<file path="src/rtl/stopwatch_core.sv">
// stopwatch_core: BCD SS.hh stopwatch with start/stop/clear control and 4-digit display scan
// Ports:
//   clk, rst          - system clock, asynchronous active-high reset
//   start_stop, clear - debounced button levels, act on rising edge
//   digit             - BCD value of the selected digit (to 7-seg decoder)
//   sel               - active-low one-hot digit enable (0=hundredths .. 3=seconds tens)
//   dp                - decimal point, high with the seconds-ones digit
//   bcd               - full count {s_tens, s_ones, tenths, hundredths}
//   running           - high while counting
//   ovf               - sticky wrap flag, cleared by clear
module stopwatch_core #(
    parameter int TICK_DIV = 500000,
    parameter int SCAN_DIV = 50000
) (
    input  logic        clk,
    input  logic        rst,
    input  logic        start_stop,
    input  logic        clear,
    output logic [3:0]  digit,
    output logic [3:0]  sel,
    output logic        dp,
    output logic [15:0] bcd,
    output logic        running,
    output logic        ovf
);
    localparam int PW = $clog2(TICK_DIV);
    localparam int SW = $clog2(SCAN_DIV);
    localparam logic [PW-1:0] PMAX = PW'(TICK_DIV - 1);
    localparam logic [SW-1:0] SMAX = SW'(SCAN_DIV - 1);

    typedef enum logic [1:0] {IDLE, RUN, PAUSE} state_t;
    state_t state, state_d;

    logic ss_q, clr_q, ss_ev, clr_ev, tick, wrap;
    logic h9, t9, o9, s5;
    logic [3:0] hs, ts, os, st;
    logic [15:0] bcd_inc;
    logic [PW-1:0] pre;
    logic [SW-1:0] scnt;
    logic [1:0] idx;

    assign {st, os, ts, hs} = bcd;
    assign running = state == RUN;
    assign tick = running && pre == PMAX;

    always_comb begin
        h9 = hs >= 4'd9;
        t9 = ts >= 4'd9;
        o9 = os >= 4'd9;
        s5 = st >= 4'd5;
        wrap = h9 && t9 && o9 && s5;
        bcd_inc = {(h9 && t9 && o9) ? (s5 ? 4'd0 : st + 4'd1) : st,
                   (h9 && t9) ? (o9 ? 4'd0 : os + 4'd1) : os,
                   h9 ? (t9 ? 4'd0 : ts + 4'd1) : ts,
                   h9 ? 4'd0 : hs + 4'd1};
        // clear outranks start_stop when both events land together
        state_d = clr_ev ? IDLE : ss_ev ? (state == RUN ? PAUSE : RUN) : state;
    end

    // events are registered, so a button seen at edge N moves the FSM at edge N+1
    always_ff @(posedge clk or posedge rst) begin
        if (rst) begin
            ss_q <= 1'b0;
            clr_q <= 1'b0;
            ss_ev <= 1'b0;
            clr_ev <= 1'b0;
            state <= IDLE;
        end else begin
            ss_q <= start_stop;
            clr_q <= clear;
            ss_ev <= start_stop & ~ss_q;
            clr_ev <= clear & ~clr_q;
            state <= state_d;
        end
    end

    // prescaler holds in PAUSE so the sub-tick phase survives pause/resume
    always_ff @(posedge clk or posedge rst) begin
        if (rst) begin
            pre <= '0;
            bcd <= '0;
            ovf <= 1'b0;
        end else if (clr_ev) begin
            pre <= '0;
            bcd <= '0;
            ovf <= 1'b0;
        end else begin
            if (state == IDLE)
                pre <= '0;
            else if (running)
                pre <= tick ? '0 : pre + 1'b1;
            if (tick)
                bcd <= bcd_inc;
            if (tick && wrap)
                ovf <= 1'b1;
        end
    end

    always_ff @(posedge clk or posedge rst) begin
        if (rst) begin
            scnt <= '0;
            idx <= 2'd0;
            digit <= 4'd0;
            sel <= 4'b1110;
            dp <= 1'b0;
        end else begin
            scnt <= scnt == SMAX ? '0 : scnt + 1'b1;
            if (scnt == SMAX)
                idx <= idx + 2'd1;
            digit <= idx == 2'd0 ? hs : idx == 2'd1 ? ts : idx == 2'd2 ? os : st;
            sel <= ~(4'b0001 << idx);
            dp <= idx == 2'd2;
        end
    end
endmodule

</file>
<file path="config.mk">
export PLATFORM = sky130hd
export DESIGN_NAME = stopwatch_core
export DESIGN_NICKNAME = d
export VERILOG_FILES = /design/src/rtl/stopwatch_core.sv
export SDC_FILE = /design/constraint.sdc
export NUM_CORES = 1
export LEC_CHECK = 0
export CAP_MARGIN = 20
export CELL_PAD_IN_SITES_DETAIL_PLACEMENT = 1
export CELL_PAD_IN_SITES_GLOBAL_PLACEMENT = 2
export CORE_UTILIZATION = 38
export CTS_BUF_LIST = sky130_fd_sc_hd__clkbuf_8
export CTS_CLUSTER_SIZE = 14
export DETAILED_ROUTE_END_ITERATION = 8
export GPL_TIMING_DRIVEN = 0
export HOLD_SLACK_MARGIN = 0.05
export PLACE_DENSITY_LB_ADDON = 0.15
export SLEW_MARGIN = 30
export SYNTH_ARGS = -nofsm -noshare
export SYNTH_HDL_FRONTEND = slang
export SYNTH_SLANG_ARGS = --single-unit
</file>
<file path="constraint.sdc">
create_clock -name clk -period 3.4 [get_ports clk]
set_input_delay 1.02 -clock clk [delete_from_list [all_inputs] [get_ports clk]]
set_output_delay 1.02 -clock clk [all_outputs]
set_load 0.03 [all_outputs]
</file>
# [After elaboration in Yosys (flattened, before gate mapping)]
# Cells that the tools add are included.
[totals] in_bits=4 regBits=69 out_inout_bits=27 word_cells=77
[op_classes] n_eq_ne=5 bitwise=5 magnitude_cmp=4 reduce_logical=17 shifts=1 addsub=7 n_mux=22
[op_table] op="$mux W19" count=4
[op_table] op="$mux W16" count=3
[op_table] op="$mux W4" count=10
[op_table] op="$add A19 B1 Y19 const B" count=1
[op_table] op="$eq A19 B19 Y1 const B" count=1
[op_table] op="$add A16 B1 Y16 const B" count=1
[op_table] op="$add A4 B1 Y4 const B" count=4
[op_table] op="$eq A16 B16 Y1 const B" count=1
[op_table] op="$ge A4 B4 Y1 const B" count=3
[op_table] op="$reduce_bool A2 Y1" count=6
[op_table] op="$mux W2" count=3
[op_table] op="$reduce_and A2 Y1" count=3
[op_table] op="$logic_and A1 B1 Y1" count=5
[op_table] op="$eq A2 B1 Y1 const B" count=2
[op_table] op="$ge A4 B3 Y1 const B" count=1
[op_table] op="$logic_not A2 Y1" count=2
[op_table] op="$not A4 Y4" count=1
[op_table] op="$shl A1 B2 Y4 const A" count=1
[op_table] op="$reduce_bool A3 Y1" count=1
[op_table] op="$add A2 B1 Y2 const B" count=1
[op_table] op="$and A1 B1 Y1" count=2
[op_table] op="$eq A2 B2 Y1 const B" count=1
[op_table] op="$mux W1" count=2
[op_table] op="$not A1 Y1" count=2

# [Depth between registers and ports, before layout]
[logic_depth] ltp_word=7 mapped_depth=8 depth_no_buf=7

# [Worst setup path after synthesis]
# Ideal clock, no wire load.
[synth_path] kind="flip-flop to flip-flop" start="register pre[5]" end="register pre[10]" t_arrival_ns=1.792 setup_time_ns=0.121 path_stages_with_launch=7 path_buffers=1 setup_slack_ns=1.486 path_cell_list="dfrtp_1 > or4_4 > nor4_4 > nand3_2 > o211ai_2 > buf_2 > nor2_1"
[synth_between] elab_chain_cells=6 elab_cells_between_ends=7 classes_between="1 x add/sub; 1 x eq/ne; 4 x mux; 1 x reduce/logical"
[synth_lines] item="start, declared" line_no="38" source="logic [PW-1:0] pre;"
[synth_lines] item="start signal, assigned" line_no="91" source="pre <= tick ? '0 : pre + 1'b1;"
[synth_lines] item="branches (longest 2 deep; another with $add A19 B1 Y19)"
[synth_lines] item="$mux W19 (*)" line_no="91"
[synth_lines] item="$mux W19 (*)" line_no="90" source="else if (running)"
[synth_lines] item="$mux W19 (*)" line_no="88" source="if (state == IDLE)"
[synth_lines] item="$mux W19 (*)" line_no="83" source="end else if (clr_ev) begin"
# Every way passes the cells marked *. The select of a mux whose other input is x is not followed.
# A chain may end at the register's enable or synchronous reset.

# [Worst setup path in the final report]
[layout_path] start="register state[1]" end="output running"
[layout_between] elab_chain_cells=1
[layout_lines] item="start, declared" line_no="32" source="state_t state, state_d;"
[layout_lines] item="start signal, assigned" line_no="73" source="state <= state_d;"
[layout_lines] item="$eq A2 B1 Y1" line_no="43" source="assign running = state == RUN;"
[layout_lines] item="end, declared" line_no="23" source="output logic running,"
# Every way passes these cells.

==> flow_summary.ini <==
[route]
wl_um = 7610
wl_per_cell_um = 15.3
drt_pass1_iterations = 4
vias = 2563
vias_per_cell = 5.17
drc = 0
first_iter_violations = 85
postRouteAntennaNets = 0

[die]
io_pins = 31
initial_core_util_pct = 39.4
dieHeight_um = 97.1
coreArea_mm2 = 0.00872
dieArea_mm2 = 0.00942
fp.dieW_um = 97.1
num_rows = 34

[yosys]
synth_warnings = 0
yosysTopAreaCellShare_pct = 48.1
netlist_area_mm2 = 0.00343
synth_seq_cells = 69
mappedNetlistNets = 363
avgSynthCellArea_um2 = 10.1
yosys-top-cells-area = dfrtp_1 48%, ha_1 6.6%, nor2_1 4.9%
yosysSeqAreaShare_pct = 50.4
synthCells = 341
yosys.area.top_type = dfrtp_1
synthDistinctLibCells = 43

[grt]
grt_max_degree = 40
antenna_found_initial = 0
grtUsageTotal_pct = 17.8
grt_first_pass_wirelength_um = 13200
grt_pass1_vias = 2625
gr-total-overflow = 0

[critical_path]
worstSetupPathType = reg -> out
crit_required_ns = 2.38
arrival_ns = 1.84
crit_path_end_kind = output pin
max_stage_delay_ns = 0.69
critPathSlowestCell = clkdlybuf4s50_1
worst-path-buf-inv = 2
cp_max_fo = 6
cp-start-kind = register
crit_path_cell_trace = nand2b_1, inv_1, clkdlybuf4s50_1
path_delay_family = buffers and inverters

[timing]
fin_skew_ns = 0.0123
min_period_ns = 2.86
final-hold-violation-count = 0
relSlewSlack_pct = 66.5
finalMaxSlewViolations = 0
fin_ws_ns = 0.535
rsz0062_at_grt = false
max_freq_ghz = 0.349
tightest_slew_ns = 0.503
period_share_pct = 84.3
setup_violations = 0

[place]
portBuffers = 30
postPlaceCellArea_mm2 = 0.00389
dpl_worst_slack_ns = 0.875
dp_hpwl_um = 5470
dpl.cell_count = 480
place.gp.congestion = 0.713

[run]
max_cap_viol_count = 0

[layout]
area_delta_synth_final_pct = 18.4
instances_no_fill = 496
stdcell_area_mm2 = 0.00406
drive_above_1_share_pct = 6.96
antennaDiodeCount = 0
finalNetCount = 405
n_fill_cell = 994

[cts]
numCtsBuffers = 9
clkLatencyLatePin_ns = 0.35
cts.htree.levels = 3
cts_hold_buf = 0
clkSlewWorstSetupHoldPaths_ns = 0.07
ctsRootBufferMaster = clkbuf_8
cts_tree = done
post_cts_resize_count = 0
cts.sinks = 69
post_cts_buffers = 0
clock_path_buffers = 2

[worst_hold_path]
hold_class = reg -> reg

[pwr]
peakVddDrop_v = 0.000174
leakage_nw = 1.81
p_per_area_mw_per_mm2 = 374
totalPowerFinal_w = 0.00152

[run_status]
status = finished, final reports clean
-- cells by family after synthesis --
group,share of synthesized area [%]
simple gates,22.0
flops,50.4
compound gates,7.25
buf+inv,3.46
xor+xnor,7.40
fa+ha+maj,6.56
mux,2.92
-- area by class of cell --
cell class / instances / area, µm² / area share, %
buffer: 11 / 43.8 / 1.08
timing repair buffer: 31 / 320 / 7.88
clock buffer: 11 / 151 / 3.73
sequential: 69 / 1730 / 42.6
multi-input combinational: 241 / 1580 / 39.0
clock inverter: 5 / 21.3 / 0.523
inverter: 20 / 77.6 / 1.91
tap: 108 / 135 / 3.33
-- state kept, by name, indices dropped and copies added (netlist names), 2 cells and up --
| signal | cells |
|---|---|
| bcd | 16 |
| digit | 4 |
| idx | 2 |
| pre | 19 |
| scnt | 16 |
| sel | 4 |
| state | 2 |
-- per-layer routing --
layer	vias to the layer above	wire length, µm	GRT usage, %
li1	1250	-	-
met1	1271	3720	24.6
met2	33	3580	27.1
met3	9	206	3.96
met4	0	103	6.89
met5	-	0	0
-- synth_stat cells (all sizes together) --
master and n:
dfrtp 66, nor2 45, nand2 24, inv 20
xor2 19, ha 18, nand3 17, a21oi 15
o21ai 15, nand4 12, mux2i 10, xnor2 10
and3 9, clkbuf 9, nand2b 7, and4 6
and2 4, nor3 4, dfstp 3, nand4b 3
nor2b 3, o211ai 3, buf 2, or3b 2
or4 2, a211o 1, a211oi 1, a31oi 1
a32oi 1, a41oi 1, and4b 1, nor4 1
nor4b 1, o22ai 1, o311ai 1, o31a 1
o31ai 1, or3 1
-- cell usage in the layout (no fill, tap or decap), types with 2 or more instances in the layout --
cell,synthesis,final
buf_2,2,2
nor2_1,45,45
nand4b_1,3,3
and4_1,6,6
o211ai_1,2,2
inv_1,20,22
mux2i_1,10,10
dfstp_2,3,3
o21ai_0,7,7
nand3_1,16,16
clkinv_2,0,2
a21oi_1,15,15
clkdlybuf4s50_1,0,30
or3b_2,2,2
o21ai_1,8,8
and2_1,4,4
xor2_1,19,19
nor2b_1,3,3
xnor2_1,10,10
and3_1,9,9
nor3_1,4,4
clkbuf_8,0,11
nand2b_1,7,7
ha_1,18,18
nand4_1,11,11
nand2_1,24,24
clkbuf_1,9,9
dfrtp_1,66,66
-- stage by stage --
step,hold WS (ns),setup TNS (ns),utilization [%]
3_5_place_dp,0.388,0,44.6
2_1_floorplan,0.378,0,-
5_1_grt,0.428,0,46.6
6_report,0.392,0,46.6
3_3_place_gp,0.387,-44.97,44.4
4_1_cts,0.398,0,46.6
-- power by group --
part / internal (W) / switching (W)
logic: 0.0000222 / 0.0000512
clock network: 0.000295 / 0.000310
registers: 0.000830 / 0.0000103
-- worst reg2reg max path, stage by stage, from the launching register on --
cell and delay (ns):
dfrtp_1 0.43, or4_4 0.58, nor4_4 0.26, nand3_2 0.23, o211ai_2 0.24, buf_2 0.30, nor2_1 0.07
-- worst paths after layout --
kind                                       from            endpoint  cells after the start  slack [ns]
setup / recovery           state[1]$_DFFE_PP0P_             running                      3        0.54
hold / removal                  clr_q$_DFF_PP0_    clr_ev$_DFF_PP0_                      1        0.39
setup reg to reg             pre[5]$_DFFE_PP0P_  pre[8]$_DFFE_PP0P_                      6        1.17
hold reg to reg                 clr_q$_DFF_PP0_    clr_ev$_DFF_PP0_                      1        0.39
max in group asynchronous                   rst    sel[3]$_DFF_PP1_                      3        1.76
min in group asynchronous                   rst   scnt[1]$_DFF_PP0_                      2        1.02
Power figures use the tool's default switching activity.
